## config.mk

```make
export PLATFORM = sky130hd
export DESIGN_NAME = hermes_local_tx_flat
export DESIGN_NICKNAME = d
export VERILOG_FILES = /design/src/rtl/hermes_local_tx_if.sv /design/src/rtl/hermes_local_tx.sv /design/src/flat_wrapper.sv
export SDC_FILE = /design/constraint.sdc
export NUM_CORES = 1
export LEC_CHECK = 0
export BUFFER_PORTS_ARGS = -buffer_cell sky130_fd_sc_hd__buf_2
export CORE_ASPECT_RATIO = 1.75
export CORE_MARGIN = 10
export CORE_UTILIZATION = 40
export CTS_CLUSTER_SIZE = 16
export DETAILED_ROUTE_END_ITERATION = 8
export GPL_TIMING_DRIVEN = 0
export SYNTH_ARGS = -nofsm -noshare
export SYNTH_HDL_FRONTEND = slang
export SYNTH_SLANG_ARGS = --single-unit
```

## constraint.sdc

```tcl
create_clock -name clock -period 5.66 [get_ports clock]
set_input_delay 1.132 -clock clock [delete_from_list [all_inputs] [get_ports clock]]
set_output_delay 1.132 -clock clock [all_outputs]
set_load 0.005 [all_outputs]
```

## src/rtl/hermes_local_tx_if.sv

```systemverilog
// Processor-side (FIFO load, send request) and router-link (tx/data/credit) signals
// of the Hermes local-port packet injector.
interface hermes_local_tx_if #(
    parameter int FLIT_WIDTH = 32,
    parameter int FIFO_DEPTH = 16,
    parameter int CNT_W      = $clog2(FIFO_DEPTH) + 1
);
    logic                  wr_en;
    logic [FLIT_WIDTH-1:0] wr_data;
    logic                  fifo_full;
    logic [CNT_W-1:0]      fifo_count;
    logic                  send_req;
    logic [15:0]           send_dest;
    logic [15:0]           send_size;
    logic                  busy;
    logic                  done;
    logic                  tx;
    logic [FLIT_WIDTH-1:0] data_o;
    logic                  credit_i;
    logic                  clock_tx;

    modport master (
        output wr_en, wr_data, send_req, send_dest, send_size, credit_i,
        input  fifo_full, fifo_count, busy, done, tx, data_o, clock_tx
    );

    modport slave (
        input  wr_en, wr_data, send_req, send_dest, send_size, credit_i,
        output fifo_full, fifo_count, busy, done, tx, data_o, clock_tx
    );
endinterface

```

## src/rtl/hermes_local_tx.sv

```systemverilog
// Hermes local-port injector: payload FIFO plus header/size/payload serialiser on the
// credit-based router link. Optional timestamp flit enabled by HERMES_LOCAL_TX_TIMESTAMP_EN.
module hermes_local_tx #(
    parameter int FLIT_WIDTH = 32,
    parameter int FIFO_DEPTH = 16,
    parameter int CNT_W      = $clog2(FIFO_DEPTH) + 1
) (
    input logic              clock,
    input logic              reset,
    hermes_local_tx_if.slave bus
);
    localparam int PTR_W = $clog2(FIFO_DEPTH);

`ifdef HERMES_LOCAL_TX_TIMESTAMP_EN
    typedef enum logic [2:0] {IDLE, HEADER, SIZE, PAYLOAD, TSTAMP, DONE} state_t;
`else
    typedef enum logic [2:0] {IDLE, HEADER, SIZE, PAYLOAD, DONE} state_t;
`endif

    state_t                state_q, state_d;
    logic [15:0]           dest_q, dest_d;
    logic [15:0]           remaining_q, remaining_d;
    logic                  tx_q, tx_d;
    logic [FLIT_WIDTH-1:0] data_q, data_d;

    logic [FLIT_WIDTH-1:0] fifoMem [FIFO_DEPTH];
    logic [PTR_W-1:0]      rdPtr_q, wrPtr_q, headPtr;
    logic [CNT_W-1:0]      count_q, count_d, countAfterPop;
    logic                  full, xfer, pop, push, headValid;
    logic [FLIT_WIDTH-1:0] headFlit, sizeFlit;
    logic [15:0]           sizeField;

    assign full          = (count_q == CNT_W'(FIFO_DEPTH));
    assign xfer          = tx_q && bus.credit_i;
    assign pop           = (state_q == PAYLOAD) && xfer;
    assign push          = bus.wr_en && (!full || pop);
    assign headPtr       = pop ? rdPtr_q + PTR_W'(1) : rdPtr_q;
    assign countAfterPop = count_q - CNT_W'(pop);
    assign count_d       = count_q + CNT_W'(push) - CNT_W'(pop);
    // An empty FIFO that receives a word on this edge presents that word directly.
    assign headValid     = (countAfterPop != '0) || push;
    assign headFlit      = (countAfterPop == '0) ? bus.wr_data : fifoMem[headPtr];

`ifdef HERMES_LOCAL_TX_TIMESTAMP_EN
    logic [FLIT_WIDTH-1:0] tsCnt_q, tsCap_q, tsCap_d;

    assign sizeField = remaining_q + 16'd1;

    always_ff @(posedge clock or negedge reset) begin
        if (!reset) tsCnt_q <= '0;
        else        tsCnt_q <= tsCnt_q + FLIT_WIDTH'(1);
    end
`else
    assign sizeField = remaining_q;
`endif
    assign sizeFlit = FLIT_WIDTH'(sizeField);

    always_ff @(posedge clock) begin
        if (push) fifoMem[wrPtr_q] <= bus.wr_data;
    end

    always_ff @(posedge clock or negedge reset) begin
        if (!reset) begin
            rdPtr_q <= '0;
            wrPtr_q <= '0;
            count_q <= '0;
        end else begin
            if (push) wrPtr_q <= wrPtr_q + PTR_W'(1);
            if (pop)  rdPtr_q <= headPtr;
            count_q <= count_d;
        end
    end

    always_ff @(posedge clock or negedge reset) begin
        if (!reset) begin
            state_q     <= IDLE;
            dest_q      <= '0;
            remaining_q <= '0;
            tx_q        <= 1'b0;
            data_q      <= '0;
`ifdef HERMES_LOCAL_TX_TIMESTAMP_EN
            tsCap_q     <= '0;
`endif
        end else begin
            state_q     <= state_d;
            dest_q      <= dest_d;
            remaining_q <= remaining_d;
            tx_q        <= tx_d;
            data_q      <= data_d;
`ifdef HERMES_LOCAL_TX_TIMESTAMP_EN
            tsCap_q     <= tsCap_d;
`endif
        end
    end

    always_comb begin
        state_d     = state_q;
        dest_d      = dest_q;
        remaining_d = remaining_q;
        tx_d        = tx_q;
        data_d      = data_q;
`ifdef HERMES_LOCAL_TX_TIMESTAMP_EN
        tsCap_d     = tsCap_q;
`endif
        unique case (state_q)
            IDLE: begin
                if (bus.send_req) begin
                    state_d     = HEADER;
                    dest_d      = bus.send_dest;
                    remaining_d = bus.send_size;
`ifdef HERMES_LOCAL_TX_TIMESTAMP_EN
                    tsCap_d     = tsCnt_q;
`endif
                end
            end
            HEADER: begin
                if (!tx_q) begin
                    tx_d   = 1'b1;
                    data_d = FLIT_WIDTH'(dest_q);
                end else if (xfer) begin
                    state_d = SIZE;
                    data_d  = sizeFlit;
                end
            end
            SIZE: begin
                if (xfer) begin
                    if (remaining_q != '0) begin
                        state_d = PAYLOAD;
                        tx_d    = headValid;
                        if (headValid) data_d = headFlit;
                    end else begin
`ifdef HERMES_LOCAL_TX_TIMESTAMP_EN
                        state_d = TSTAMP;
                        data_d  = tsCap_q;
`else
                        state_d = DONE;
                        tx_d    = 1'b0;
`endif
                    end
                end
            end
            PAYLOAD: begin
                // The output register reloads whenever it is empty or its flit just left.
                if (xfer && remaining_q == 16'd1) begin
                    remaining_d = '0;
`ifdef HERMES_LOCAL_TX_TIMESTAMP_EN
                    state_d = TSTAMP;
                    data_d  = tsCap_q;
`else
                    state_d = DONE;
                    tx_d    = 1'b0;
`endif
                end else if (xfer || !tx_q) begin
                    if (xfer) remaining_d = remaining_q - 16'd1;
                    tx_d = headValid;
                    if (headValid) data_d = headFlit;
                end
            end
`ifdef HERMES_LOCAL_TX_TIMESTAMP_EN
            TSTAMP: begin
                if (xfer) begin
                    state_d = DONE;
                    tx_d    = 1'b0;
                end
            end
`endif
            DONE:    state_d = IDLE;
            default: state_d = IDLE;
        endcase
    end

    assign bus.fifo_full  = full;
    assign bus.fifo_count = count_q;
    assign bus.busy       = (state_q != IDLE) && (state_q != DONE);
    assign bus.done       = (state_q == DONE);
    assign bus.tx         = tx_q;
    assign bus.data_o     = data_q;
    assign bus.clock_tx   = clock;
endmodule

```

## src/flat_wrapper.sv

```systemverilog
// flat-port wrapper written by rule: the top's interface ports become plain ports
module hermes_local_tx_flat 
#(
    parameter int FLIT_WIDTH = 32,
    parameter int FIFO_DEPTH = 16,
    parameter int CNT_W      = $clog2(FIFO_DEPTH) + 1
)
  (clock, reset, bus_wr_en, bus_wr_data, bus_send_req, bus_send_dest, bus_send_size, bus_credit_i, bus_fifo_full, bus_fifo_count, bus_busy, bus_done, bus_tx, bus_data_o, bus_clock_tx);
  hermes_local_tx_if #(.FLIT_WIDTH(FLIT_WIDTH), .FIFO_DEPTH(FIFO_DEPTH), .CNT_W(CNT_W)) bus_i ();
  input logic clock;
  input logic reset;
  input wire logic [$bits(bus_i.wr_en)-1:0] bus_wr_en;
  input wire logic [$bits(bus_i.wr_data)-1:0] bus_wr_data;
  input wire logic [$bits(bus_i.send_req)-1:0] bus_send_req;
  input wire logic [$bits(bus_i.send_dest)-1:0] bus_send_dest;
  input wire logic [$bits(bus_i.send_size)-1:0] bus_send_size;
  input wire logic [$bits(bus_i.credit_i)-1:0] bus_credit_i;
  output wire logic [$bits(bus_i.fifo_full)-1:0] bus_fifo_full;
  output wire logic [$bits(bus_i.fifo_count)-1:0] bus_fifo_count;
  output wire logic [$bits(bus_i.busy)-1:0] bus_busy;
  output wire logic [$bits(bus_i.done)-1:0] bus_done;
  output wire logic [$bits(bus_i.tx)-1:0] bus_tx;
  output wire logic [$bits(bus_i.data_o)-1:0] bus_data_o;
  output wire logic [$bits(bus_i.clock_tx)-1:0] bus_clock_tx;
  assign bus_i.wr_en = bus_wr_en;
  assign bus_i.wr_data = bus_wr_data;
  assign bus_i.send_req = bus_send_req;
  assign bus_i.send_dest = bus_send_dest;
  assign bus_i.send_size = bus_send_size;
  assign bus_i.credit_i = bus_credit_i;
  assign bus_fifo_full = bus_i.fifo_full;
  assign bus_fifo_count = bus_i.fifo_count;
  assign bus_busy = bus_i.busy;
  assign bus_done = bus_i.done;
  assign bus_tx = bus_i.tx;
  assign bus_data_o = bus_i.data_o;
  assign bus_clock_tx = bus_i.clock_tx;
  hermes_local_tx #(.FLIT_WIDTH(FLIT_WIDTH), .FIFO_DEPTH(FIFO_DEPTH), .CNT_W(CNT_W)) u_core (.clock(clock), .reset(reset), .bus(bus_i));
endmodule
```

==> metrics.csv <==
metric,value,unit
Max-Cap Viols,0,
"critical path fanouts, max",19,
"Power, Total",18.0,mW
min-delay worst type,in -> async,
Inst Count DP,3240,
Lkg Pwr,11.1,nW
count of final setup violators,0,
flop2flop setup slack,0.48,ns
first-pass GRT wire length,151,mm
"Req. time, crit path",6.25,ns
final WL,107,mm
ratio of cells with drive above 1 in the final layout,17.5,%
Worst Hold Slack,0.361,ns
Final Wtd Congestion,0.947,
Simple-Gate Fraction of Synth Area,6.66,%
Setup WS post-layout,0.477,ns
largest family of logic cells by synthesized area,compound AO/OA/AOI/OAI gates,
DR vias/cell,6.39,
fin cells,3341,
startpoint types,register,
# rows,130,
Post-Synth XOR/XNOR Area,0.273,%
CTS hold repair buffers,0,
Post-DP Area,0.0312,sq mm
Fin. Hold Viols,0,
highest clock rate,0.193,GHz
pin count of the biggest net entering global routing,47,
register area,0.0174,sq mm
initial core utilization,40.3,%
multi-input logic area,0.0108,sq mm
post-DR wirelength/cell,31.9,microns
worst-path cell chain,buf_2 > and3_1 > nand2_1 > inv_2 > ha_1 > ha_1 > nand2b_1 > a21oi_1 > o21ai_2 > nand2_1 > buf_2 > a311oi_1 > o31ai_1,
initial antenna violation count,2,
ys flop type,edfxtp_1,
reg2reg path depth,13,
Remaining DRCs,0,
Area Growth Syn to Fin,14.3,%
Compound-Gate Fraction of Synth Area,15.0,%
"Clk Latency, worst-skew pair",0.76,ns
Max VDD drop,0.298,mV
syn_nets,2267,
Cells after Synth,2181,
Rel. slew slack,7.99,%
highest-delay cell along the critical path,a311oi_1,
Core Box Area,0.0717,sq mm
"EDFF count, synth",512,
Crit path arrival time,5.77,ns
sequential element share of the synthesized area,60.2,%
critical path class,reg -> reg,
critical path's largest stage delay,0.98,ns
chip width,223,microns
Pwr per Cell Area,545,mW/mm^2
origin of the critical flop-to-flop path,u_core.bus.tx,
multiplexer share of the synthesized area,14.0,%
Slew @ Worst Pin,1.37,ns
post-synthesis cell type count,72,
synthesized area,0.0289,sq mm
status,"complete, no violations",
Die Span Y,376,microns
Worst setup EP type,register,
Reg-to-Reg End,u_core.bus.data_o[12],
Synth Warn #,0,
max-slew violations,0,
I/O Pins,111,
Nets,2461,
number of global-route vias before repair,21600,
via count,21400,
clk_skew,0.0126,ns
violation count after the first detailed-route iteration,2196,
DP Wirelength,77.5,mm
Final ANT Viol Nets,0,
RSZ-0062 raised after global routing,no,
Final min period,5.18,ns
synthesized flop and latch total,593,
GRT Util Overall,24.7,%
async set-reset flop share out of synthesis,13.7,%
Post-Synth Adder-Cell Area,0.762,%
grt total ovfl,0,
Setup Buffers After CTS,0,
CTS tree,built,
input/output buffers,110,
Die ar.,0.0839,sq mm
Setup WS pre-CTS,-1.33,ns
Pre-antenna DRT Iters,6,
"Design Area, Final",0.0330,sq mm
post-route clock period utilization,91.6,%
Worst-path clk slew,0.07,ns
fill count,6372,
"Avg Cell Area, Syn",13.3,sq um
logic make-up after synthesis:
| group | after synthesis |
|---|---|
| mux | 318 |
| simple gates | 374 |
| xor+xnor | 9 |
| flops | 593 |
| compound gates | 653 |
| fa+ha+maj | 17 |
| buf+inv | 217 |
final cells by class:
type	count	area share, %
tap	924	3.50
multi-input combinational	1371	32.6
antenna	1	0.00757
timing repair buffer	134	3.16
buffer	194	2.47
sequential	593	52.7
inverter	22	0.250
clock inverter	25	0.689
clock buffer	77	4.70
worst max path at each step:
stage | from | end | slack (ns) | cells past startpoint
floorplan | bus_credit_i | u_core.fifoMem[3][0] | 0.82 | 8
global placement | bus_credit_i | u_core.fifoMem[0][11] | -2.27 | 9
detailed placement | bus_credit_i | u_core.bus.data_o[7] | -1.33 | 14
CTS | u_core.bus.tx | u_core.bus.data_o[11] | 0.02 | 14
global route | u_core.state_q[2] | u_core.bus.data_o[20] | 0.34 | 14
finish | u_core.bus.tx | u_core.bus.data_o[12] | 0.48 | 13
placed cells by master, fill, tap and decap left out, drive strengths merged, types with 6 or more instances in the layout:
cell type  synthesis  routed
nand4b             9       9
mux4              65      65
a21o              19      19
nand4             24      24
o21ai            142     142
nand2             81      81
a311oi            32      32
and2              21      21
dfrtp             81      81
xnor2              6       6
mux2i            201     201
mux2              52      52
o211ai            52      52
clkbuf           114     190
o21a              18      18
inv               22      23
a21oi            110     110
o31ai             34      34
a32oi             26      26
or3                8       8
o22ai            112     112
nor2              70      70
nor2b             27      27
clkinv             0      16
edfxtp           512     512
buf               81     215
ha                16      16
nand3             44      44
o221ai            34      34
a211oi            37      37
nor4              23      23
nor3              41      41
o2111ai           16      16
timing repair:
item / CTS / global route
setup endpoints to repair: 12 / 18
resized for setup: 5 / 1
hold endpoints to repair: 0 / 0
metal layers:
metal | track usage, % | wire length, microns | up-vias | part of all wire, %
li1 | - | - | 9168 | -
met1 | 25.5 | 36000 | 10900 | 34
met2 | 43.8 | 55100 | 1008 | 52
met3 | 4.15 | 6400 | 307 | 6.0
met4 | 19.1 | 9220 | 2 | 8.6
met5 | 0 | 9 | - | 0.0084
power breakdown:
part | internal [mW] | switching, mW | total, mW
logic | 2.88 | 5.44 | 8.32
clock network | 2.11 | 1.67 | 3.78
registers | 5.44 | 0.454 | 5.90
cell usage after synthesis (22+ instances only):
library cell,count,area (sq um)
mux2i_1,201,2010
o31ai_1,32,240
o22ai_1,112,701
nand3_1,44,220
nor2_1,69,259
a211oi_1,37,278
nor4_1,22,138
nor2b_1,27,169
nand4_1,24,150
mux4_2,65,1460
edfxtp_1,512,15400
dfrtp_1,81,2030
clkbuf_1,114,428
mux2_2,52,586
buf_1,26,97.6
a311oi_1,32,280
nand2_1,81,304
o211ai_1,52,390
o221ai_1,34,298
nor3_1,41,205
a21oi_1,110,551
o21ai_0,140,701
buf_2,49,245
a32oi_1,26,228
metrics by stage:
stage               utilization [%]  setup TNS, ns
floorplan                         -              0
global placement               42.7        -543.57
detailed placement             43.5         -21.13
CTS                            46.1              0
global route                   46.1              0
finish                         46.1              0
worst max-delay path: cells and delay by family, from the launching register on:
| kind | cells | cell delay, ns |
|---|---|---|
| fa+ha+maj | 2 | 0.58 |
| simple gates | 4 | 1.04 |
| flops | 1 | 0.45 |
| compound gates | 4 | 1.89 |
| buf+inv | 3 | 1.03 |
sequential cells by signal (all words and copies together) (netlist names):
register / cells
u_core.rdPtr_q: 4
u_core.wrPtr_q: 4
u_core.bus.tx: 1
u_core.remaining_q: 16
u_core.fifoMem: 512
u_core.state_q: 3
u_core.dest_q: 16
u_core.bus.fifo_count: 5
u_core.bus.data_o: 32
(Power assumes the default switching activity.)
